===== src/rtl/fp_special_classify_pipe.sv =====
// rtl/fp_special_classify_pipe.sv - two-stage handshaked IEEE special-value classifier for add/sub/mul
`ifndef FP_SPECIAL_CLASSIFY_DEFS
`define FP_SPECIAL_CLASSIFY_DEFS
`define FP32 0
`define FP64 1
`define GET_FP_LEN(f) (((f) == `FP64) ? 64 : 32)
`define GET_EXP_LEN(f) (((f) == `FP64) ? 11 : 8)
`define GET_MANTISSA_LEN(f) (((f) == `FP64) ? 52 : 23)
`define NORMAL 2'b00
`define ZERO 2'b01
`define INF 2'b10
`define NAN 2'b11
`endif

module fp_special_classify_pipe #(
  parameter int data_format = `FP32,
  parameter int CNT_W = 16
) (
  input  logic                              clk,
  input  logic                              rst,
  input  logic                              in_valid,
  output logic                              in_ready,
  input  logic [1:0]                        in_op,
  input  logic [`GET_FP_LEN(data_format)-1:0] in_a,
  input  logic [`GET_FP_LEN(data_format)-1:0] in_b,
  output logic                              out_valid,
  input  logic                              out_ready,
  output logic [1:0]                        out_special,
  output logic [`GET_FP_LEN(data_format)-1:0] out_result,
  output logic                              out_invalid,
  output logic [1:0]                        out_op,
  output logic [`GET_FP_LEN(data_format)-1:0] out_a,
  output logic [`GET_FP_LEN(data_format)-1:0] out_b,
  input  logic                              cnt_clr,
  output logic [CNT_W-1:0]                  nan_cnt
);

  localparam int W  = `GET_FP_LEN(data_format);
  localparam int EW = `GET_EXP_LEN(data_format);
  localparam int MW = `GET_MANTISSA_LEN(data_format);
  localparam logic [W-1:0] QNAN = {1'b0, {EW{1'b1}}, 1'b1, {(MW-1){1'b0}}};
  localparam logic [CNT_W-1:0] CNT_MAX = '1;

  logic s1_valid;
  logic s2_adv;
  logic s1_adv;

  assign s2_adv   = ~out_valid | out_ready;
  assign s1_adv   = ~s1_valid | s2_adv;
  assign in_ready = s1_adv;

  logic a_ones, a_man_nz, a_exp_z, b_ones, b_man_nz, b_exp_z;
  assign a_ones   = &in_a[W-2 -: EW];
  assign a_exp_z  = ~|in_a[W-2 -: EW];
  assign a_man_nz = |in_a[MW-1:0];
  assign b_ones   = &in_b[W-2 -: EW];
  assign b_exp_z  = ~|in_b[W-2 -: EW];
  assign b_man_nz = |in_b[MW-1:0];

  logic [1:0]   s1_op;
  logic [W-1:0] s1_a;
  logic [W-1:0] s1_b;
  logic         s1_a_nan, s1_a_snan, s1_a_inf, s1_a_zero;
  logic         s1_b_nan, s1_b_snan, s1_b_inf, s1_b_zero;

  // s1_b carries the effective sign, which equals the raw sign for mul
  always_ff @(posedge clk or posedge rst) begin
    if (rst) begin
      s1_valid  <= 1'b0;
      s1_op     <= 2'b00;
      s1_a      <= '0;
      s1_b      <= '0;
      s1_a_nan  <= 1'b0;
      s1_a_snan <= 1'b0;
      s1_a_inf  <= 1'b0;
      s1_a_zero <= 1'b0;
      s1_b_nan  <= 1'b0;
      s1_b_snan <= 1'b0;
      s1_b_inf  <= 1'b0;
      s1_b_zero <= 1'b0;
    end else if (s1_adv) begin
      s1_valid <= in_valid;
      if (in_valid) begin
        s1_op     <= in_op;
        s1_a      <= in_a;
        s1_b      <= {in_b[W-1] ^ (in_op == 2'b01), in_b[W-2:0]};
        s1_a_nan  <= a_ones & a_man_nz;
        s1_a_snan <= a_ones & a_man_nz & ~in_a[MW-1];
        s1_a_inf  <= a_ones & ~a_man_nz;
        s1_a_zero <= a_exp_z & ~a_man_nz;
        s1_b_nan  <= b_ones & b_man_nz;
        s1_b_snan <= b_ones & b_man_nz & ~in_b[MW-1];
        s1_b_inf  <= b_ones & ~b_man_nz;
        s1_b_zero <= b_exp_z & ~b_man_nz;
      end
    end
  end

  logic         sa, sb;
  logic [1:0]   special_d;
  logic         sign_d;
  logic         invalid_d;
  logic [W-1:0] result_d;

  assign sa = s1_a[W-1];
  assign sb = s1_b[W-1];

  always_comb begin
    special_d = `NORMAL;
    sign_d    = 1'b0;
    invalid_d = s1_a_snan | s1_b_snan;
    result_d  = '0;
    if (s1_a_nan | s1_b_nan) begin
      special_d = `NAN;
    end else if (s1_op == 2'b10) begin
      if ((s1_a_inf & s1_b_zero) | (s1_a_zero & s1_b_inf)) begin
        special_d = `NAN;
        invalid_d = 1'b1;
      end else if (s1_a_inf | s1_b_inf) begin
        special_d = `INF;
        sign_d    = sa ^ sb;
      end else if (s1_a_zero | s1_b_zero) begin
        special_d = `ZERO;
        sign_d    = sa ^ sb;
      end
    end else begin
      if (s1_a_inf & s1_b_inf & (sa != sb)) begin
        special_d = `NAN;
        invalid_d = 1'b1;
      end else if (s1_a_inf) begin
        special_d = `INF;
        sign_d    = sa;
      end else if (s1_b_inf) begin
        special_d = `INF;
        sign_d    = sb;
      end else if (s1_a_zero & s1_b_zero) begin
        special_d = `ZERO;
        sign_d    = sa & sb;
      end
    end
    case (special_d)
      `NAN:    result_d = QNAN;
      `INF:    result_d = {sign_d, {EW{1'b1}}, {MW{1'b0}}};
      `ZERO:   result_d = {sign_d, {(W-1){1'b0}}};
      default: result_d = '0;
    endcase
  end

  always_ff @(posedge clk or posedge rst) begin
    if (rst) begin
      out_valid   <= 1'b0;
      out_special <= `NORMAL;
      out_result  <= '0;
      out_invalid <= 1'b0;
      out_op      <= 2'b00;
      out_a       <= '0;
      out_b       <= '0;
    end else if (s2_adv) begin
      out_valid <= s1_valid;
      if (s1_valid) begin
        out_special <= special_d;
        out_result  <= result_d;
        out_invalid <= invalid_d;
        out_op      <= s1_op;
        out_a       <= s1_a;
        out_b       <= s1_b;
      end
    end
  end

  always_ff @(posedge clk or posedge rst) begin
    if (rst) begin
      nan_cnt <= '0;
    end else if (cnt_clr) begin
      nan_cnt <= '0;
    end else if (out_valid && out_ready && (out_special == `NAN) && (nan_cnt != CNT_MAX)) begin
      nan_cnt <= nan_cnt + CNT_W'(1);
    end
  end

endmodule


===== config.mk =====
export PLATFORM = sky130hd
export DESIGN_NAME = fp_special_classify_pipe
export DESIGN_NICKNAME = d
export VERILOG_FILES = /design/src/rtl/fp_special_classify_pipe.sv
export SDC_FILE = /design/constraint.sdc
export NUM_CORES = 1
export LEC_CHECK = 0
export BUFFER_PORTS_ARGS = -buffer_cell sky130_fd_sc_hd__buf_2
export CAP_MARGIN = 20
export CORE_MARGIN = 3
export CORE_UTILIZATION = 30
export CTS_CLUSTER_DIAMETER = 30
export DETAILED_ROUTE_END_ITERATION = 8
export HOLD_SLACK_MARGIN = 0.12
export PLACE_DENSITY = 0.61
export SLEW_MARGIN = 20
export SYNTH_ARGS = -nofsm -noshare
export SYNTH_HDL_FRONTEND = slang
export SYNTH_SLANG_ARGS = --single-unit

===== constraint.sdc =====
create_clock -name clk -period 11.92 [get_ports clk]
set_clock_uncertainty 0.15 [all_clocks]
set_input_delay 1.788 -clock clk [delete_from_list [all_inputs] [get_ports clk]]
set_output_delay 1.788 -clock clk [all_outputs]
set_load 0.005 [all_outputs]

==> flow_summary.ini, run 1 <==
[global_route]
grt_pass1_wl_um = 28300
grt_max_degree = 115
grt_pass1_vias = 5328
grt-ovfl-total = 0
grtUsageTotal_pct = 14.3
antenna_found_initial = 1

[critical_path]
end_kind = primary output
worstSetupPathType = input port to primary output
worstSetupStartpointType = input port
worstPathMaxFanout = 4
critPathRequiredTime_ns = 9.98
cp.arrival_ns = 2.38

[cells_and_area]
fill_cells = 2285
layout_common_cells = nand2_1 (218), buf_2 (167), dfrtp_1 (164), mux2_2 (65), conb_1 (22)
drive_gt1_share_pct = 33.9
num_antenna_cells = 0
utilization_pct = 37.7
nNetsFinal = 876
final_common_cell = nand2_1
area_delta_synth_final_pct = 23.1

[die]
io_pins = 190
dieWidth_um = 158
core_area_um2 = 22700
fp.dieArea_um2 = 25100
die_h_um = 158
rows = 55
start_util_pct = 30.6

[timing]
hold_viol_final = 0
rsz0062_at_grt = no
fin_crit_ns = 4.32
finalCritPeriodShare_pct = 36.3
timing.fmax_mhz = 231
fin_setup_tns_ns = 0
slew_viol_final = 0
setup-violations-final = 0
slew_headroom_pct = 30.3
worst_pin_slew_ns = 1.05

[place]
gp_congestion = 0.772
dp_hpwl_um = 11600
portBuffers = 167

[pwr]
seqPwrFrac_pct = 46.5
switchingPower_w = 0.000399
combPwrFrac_pct = 14.7
power.leakage_nw = 4.19
power_density_nw_per_um2 = 173
p_clk_share_pct = 38.9
switching_share_pct = 26.9
internal-power_w = 0.00108
max-vdd-ir-drop_v = 0.0000894

[route]
postRouteAntennaNets = 0
post_drt_wl_per_cell_um = 15.7
drc = 0
drtPass1Iterations = 4
drt_iter0_drc = 161
viasPerCell = 4.70
dr_total_vias = 5180
drt_wl_total_um = 17300

[clocking]
cts_tree = built
cts-root-buf = clkbuf_16
clock_latency_ns = 0.43
cts_buffers = 17
cts-hold-fix-buffers = 0
postCtsSetupRepairBufs = 0
cts.sinks = 164
cts.clk_slew.worst_paths_ns = 0.07
clk_path_buf_depth = 2
htreeDepth = 4
cts-resized-gates = 0

[synth]
yosysWarnings = 0
synth-edff-count = 0
synthArstFlopShare_pct = 100
netlist_area_um2 = 6960
synth.avg_cell_area_um2 = 10.7
synth_cells = 649
ys_seq_area_share_pct = 59.0
synthFlopType = dfrtp_1
ys_seq_elements = 164
ys_types = 49

[hold_path]
min_path_type = register to register

[flow_run]
drv_cap = 0

[run_status]
outcome = finished, final reports clean
[stage by stage]
stage	total power [W]	setup slack (ns)	area (um^2)	hold slack [ns]	cells
floorplan	0.000819	5.55	7040	0.283	670
global placement	0.000916	7.59	7950	0.291	1069
detailed placement	0.000922	7.59	7950	0.299	1069
CTS	0.00151	7.59	8560	0.308	1101
global route	0.00156	7.57	8570	0.336	1101
finish	0.00148	7.60	8570	0.307	1101
[cell usage after synthesis, types with 2 or more instances]
master	count	area share, %
a21oi_1	12	0.86
a22o_1	2	0.25
a31oi_1	3	0.27
and2_1	2	0.18
and4_1	3	0.38
buf_1	5	0.27
buf_2	3	0.22
buf_4	29	3.1
clkbuf_1	20	1.1
dfrtp_1	164	59
ha_1	2	0.36
inv_1	3	0.16
maj3_1	2	0.29
mux2_2	65	11
nand2_1	220	12
nand2b_1	5	0.45
nand3_1	5	0.36
nand4_1	12	1.1
nor2_1	6	0.32
nor2b_1	4	0.36
nor3_1	9	0.65
nor4_1	15	1.3
o21ai_0	6	0.43
o311ai_0	5	0.63
o31ai_1	9	0.97
o32a_1	3	0.43
o41ai_1	4	0.50
or3_1	6	0.54
or4_1	5	0.54
[per-layer routing]
metal	vias to the layer above	track usage, %	wire length (um)
li1	2492	-	-
met1	2554	18.7	7920
met2	112	23.7	8420
met3	20	3.21	670
met4	2	4.42	240
met5	-	0	13
[critical path, cell delays in order]
cell and delay [ns]:
buf_2 0.12, nand3b_1 0.27, buf_2 0.20
[layout make-up]
type / count / area, um^2 / area share, %
flip-flops and latches: 164 / 4100 / 47.9
inverters: 3 / 18.8 / 0.219
well taps: 285 / 357 / 4.16
multi-input cells: 446 / 2610 / 30.4
clock buffers: 19 / 443 / 5.17
clock inverters: 13 / 170 / 1.99
repair buffers: 171 / 866 / 10.1
[power groups by stage]
stage	sequential, W	combinational, W	clock, W
4_1_cts	0.000689	0.000224	0.000594
6_report	0.000688	0.000217	0.000575
3_5_place_dp	0.000698	0.000224	0
5_1_grt	0.000700	0.000250	0.000615
3_3_place_gp	0.000696	0.000220	0
2_1_floorplan	0.000695	0.000123	0
[cells by family after synthesis]
kind of cell,after synthesis,share of synthesized area [%]
simple gates,300,19.2
flops,164,59.0
mux,65,10.5
buf+inv,60,4.85
compound gates,54,5.61
fa+ha+maj,4,0.647
other cells,1,0.0539
xor+xnor,1,0.126
[worst paths after layout]
kind / start / to / slack, ns / depth (start not counted)
max in group asynchronous: rst / s1_a[28] / 9.01 / 3
setup reg to reg: out_valid / s1_b[8] / 9.60 / 4
setup / recovery: out_ready / in_ready / 7.60 / 3
hold / removal: s1_b[11] / out_b[11] / 0.31 / 2
min in group asynchronous: rst / out_b[12] / 1.37 / 2
hold reg to reg: s1_b[11] / out_b[11] / 0.31 / 2
[sequential cells by signal, indices dropped and copies added (netlist names)]
signal and count:
nan_cnt 16, out_a 32, out_b 32, out_invalid 1
out_op 2, out_result 3, out_special 2, out_valid 1
s1_a 32, s1_a_inf 1, s1_a_nan 1, s1_a_snan 1
s1_a_zero 1, s1_b 32, s1_b_inf 1, s1_b_nan 1
s1_b_snan 1, s1_b_zero 1, s1_op 2, s1_valid 1
Power figures use the tool's default switching activity.
==> inputs of run 2 (changes only) <==
ABC_AREA = 1   (was default)
PLACE_DENSITY = 0.6   (was 0.61)
clock period = 4.1 ns   (was 11.92 ns; I/O delays follow)
==> run 2 against run 1 <==
  * Worst setup slack worse by 5.7 ns
  * Final area increased by 3.3%
  * Critical path depth rose by 4
  * Via count is 14% higher
  * Power rose to 3.0 times the previous value
  * Sequential cell count stayed put
  * Highest routed layer unchanged
  * Synthesized area rose by 3.5%
  * Synthesized cell count up 34%
  * Final cell count up 23%
  * Largest power group unchanged
  * Count of clock-buffer cells in the layout is 2 lower
  * Largest cell class unchanged
  * Utilization decreased by 0.12 points
==> flow_summary.ini, run 2 <==
[run_status]
outcome = finished, final reports clean

[synth]
synth_top_area_share_pct = 57.0
synthTopCellsByArea = dfrtp_1 (57%), nand2_1 (19%), o21ai_0 (4.7%), inv_1 (4.2%), buf_4 (3.0%)
netlist_area_um2 = 7200
synth.avg_cell_area_um2 = 8.30
ys_seq_elements = 164
synth-edff-count = 0
synth_most_common_cell = nand2_1
ys_types = 27
ys_top_cells_by_count = nand2_1 (363), dfrtp_1 (164), inv_1 (80), o21ai_0 (68), nor2_1 (35)
synth_top_cell_by_area = dfrtp_1
synthFlopType = dfrtp_1
yosysWarnings = 0
ys_seq_area_share_pct = 57.0
synth_cells = 867
synthArstFlopShare_pct = 100

[clocking]
htreeDepth = 4
clk_path_buf_depth = 2
cts-resized-gates = 0
cts_buffers = 17
cts.clk_slew.worst_paths_ns = 0.07
cts_tree = built
postCtsSetupRepairBufs = 0
clock_latency_ns = 0.42
cts.sinks = 164
cts-root-buf = clkbuf_16
cts-hold-fix-buffers = 0

[critical_path]
worstSetupStartpointType = register
cp_common_cell = nand2_1
cpPeakStageDelay_ns = 0.43
cp.arrival_ns = 2.36
crit_chain = nand3_1 > nand2_4 > inv_2 > nand2_1 > nor2_1 > nand4_1 > nand2_1
critPathRequiredTime_ns = 4.31
crit_slowest_cell = inv_2
worstSetupPathType = register to register
r2r_cells = 7
worstPathMaxFanout = 74
end_kind = register

[timing]
whs_ns = 0.229
hold_viol_final = 0
worst_pin_slew_ns = 0.952
rsz0062_at_grt = no
slew_viol_final = 0
slew_headroom_pct = 36.4
fin_setup_tns_ns = 0
fin_crit_ns = 2.15
setup-violations-final = 0
timing.fmax_mhz = 464
finalCritPeriodShare_pct = 52.5

[route]
viasPerCell = 4.38
post_drt_wl_per_cell_um = 13.6
postRouteAntennaNets = 0
drtPass1Iterations = 6
drt_iter0_drc = 396
drc = 0
drt_wl_total_um = 18400
dr_total_vias = 5921

[global_route]
grt_max_degree = 82
antenna_found_initial = 1
grt-ovfl-total = 0
grt_pass1_vias = 5983
grtUsageTotal_pct = 14.4
grt_pass1_wl_um = 30300

[cells_and_area]
fill_cells = 2493
nNetsFinal = 1093
drive_gt1_share_pct = 21.2
layout_common_cells = nand2_1 (361), buf_2 (167), dfrtp_1 (164), inv_1 (79), o21ai_0 (68)
final_common_cell = nand2_1
area_delta_synth_final_pct = 23.0
num_antenna_cells = 0

[pwr]
max-vdd-ir-drop_v = 0.000219
power.leakage_nw = 4.83
p_total_w = 0.00448
power_density_nw_per_um2 = 506

[place]
dp_hpwl_um = 12800
gp_congestion = 0.842
portBuffers = 167

[die]
core_area_um2 = 23500
fp.dieArea_um2 = 25900
start_util_pct = 30.6
dieWidth_um = 161
io_pins = 190
die_h_um = 161
rows = 56

[hold_path]
min_path_type = input port to async pin

[flow_run]
drv_cap = 0
run 2: cell families (layout without fill, tap and decap cells):
family                   after synthesis  in the layout  share of synthesized area, %
XOR/XNOR                               5              5                         0.608
adder cells (fa/ha/maj)                2              2                         0.348
other                                  1             22                        0.0521
buffers and inverters                143            288                          9.25
AO/OA/AOI/OAI                         85             85                          6.10
AND/OR/NAND/NOR                      467            467                          26.6
flip-flops                           164            164                          57.0
run 2: final timing paths:
kind / start / endpoint / slack, ns
worst max-delay path: out_valid / s1_b_inf / 1.95
worst min-delay path: rst / nan_cnt[9] / 0.23
worst max register to register: out_valid / s1_b_inf / 1.95
worst min register to register: s1_b[1] / out_b[1] / 0.32
max in group asynchronous: rst / out_a[19] / 2.78
min in group clk: in_a[30] / s1_a[30] / 0.28
run 2: layer usage:
metal  global-route usage [%]  vias up  part of all wire, %
li1                         -     2961                    -
met1                     19.1     2793                   46
met2                     23.8      154                   47
met3                     3.84       11                  5.3
met4                     3.09        2                 0.84
met5                        0        -                0.071
run 2: where the power goes:
part / switching, W / total [W] / internal, W
logic: 0.000461 / 0.000766 / 0.000305
registers: 0.000160 / 0.00207 / 0.00191
clock network: 0.000717 / 0.00164 / 0.000919
total: 0.00134 / 0.00448 / 0.00314
run 2: cell type report:
class / count / area (um^2) / area share, %
sequential: 164 / 4100 / 46.4
multi-input combinational: 581 / 2520 / 28.5
timing repair buffer: 173 / 918 / 10.4
clock buffer: 17 / 425 / 4.81
tap: 319 / 399 / 4.51
inverter: 83 / 315 / 3.56
clock inverter: 15 / 171 / 1.94
run 2: worst max-delay path, delay by kind of cell, from the launching register on:
kind	cells	cell delay, ns
flops	1	0.41
simple gates	6	1.09
buf+inv	1	0.43
run 2: through the flow:
| step | std cells | setup slack, ns | utilization (%) | instance area (um^2) |
|---|---|---|---|---|
| 5_1_grt | 1352 | 1.71 | 37.6 | 8850 |
| 4_1_cts | 1352 | 1.92 | 37.6 | 8850 |
| 2_1_floorplan | 888 | 1.25 | - | 7280 |
| 3_5_place_dp | 1320 | 1.55 | 35.1 | 8260 |
| 3_3_place_gp | 1320 | 1.63 | 35.1 | 8260 |
| 6_report | 1352 | 1.95 | 37.6 | 8850 |
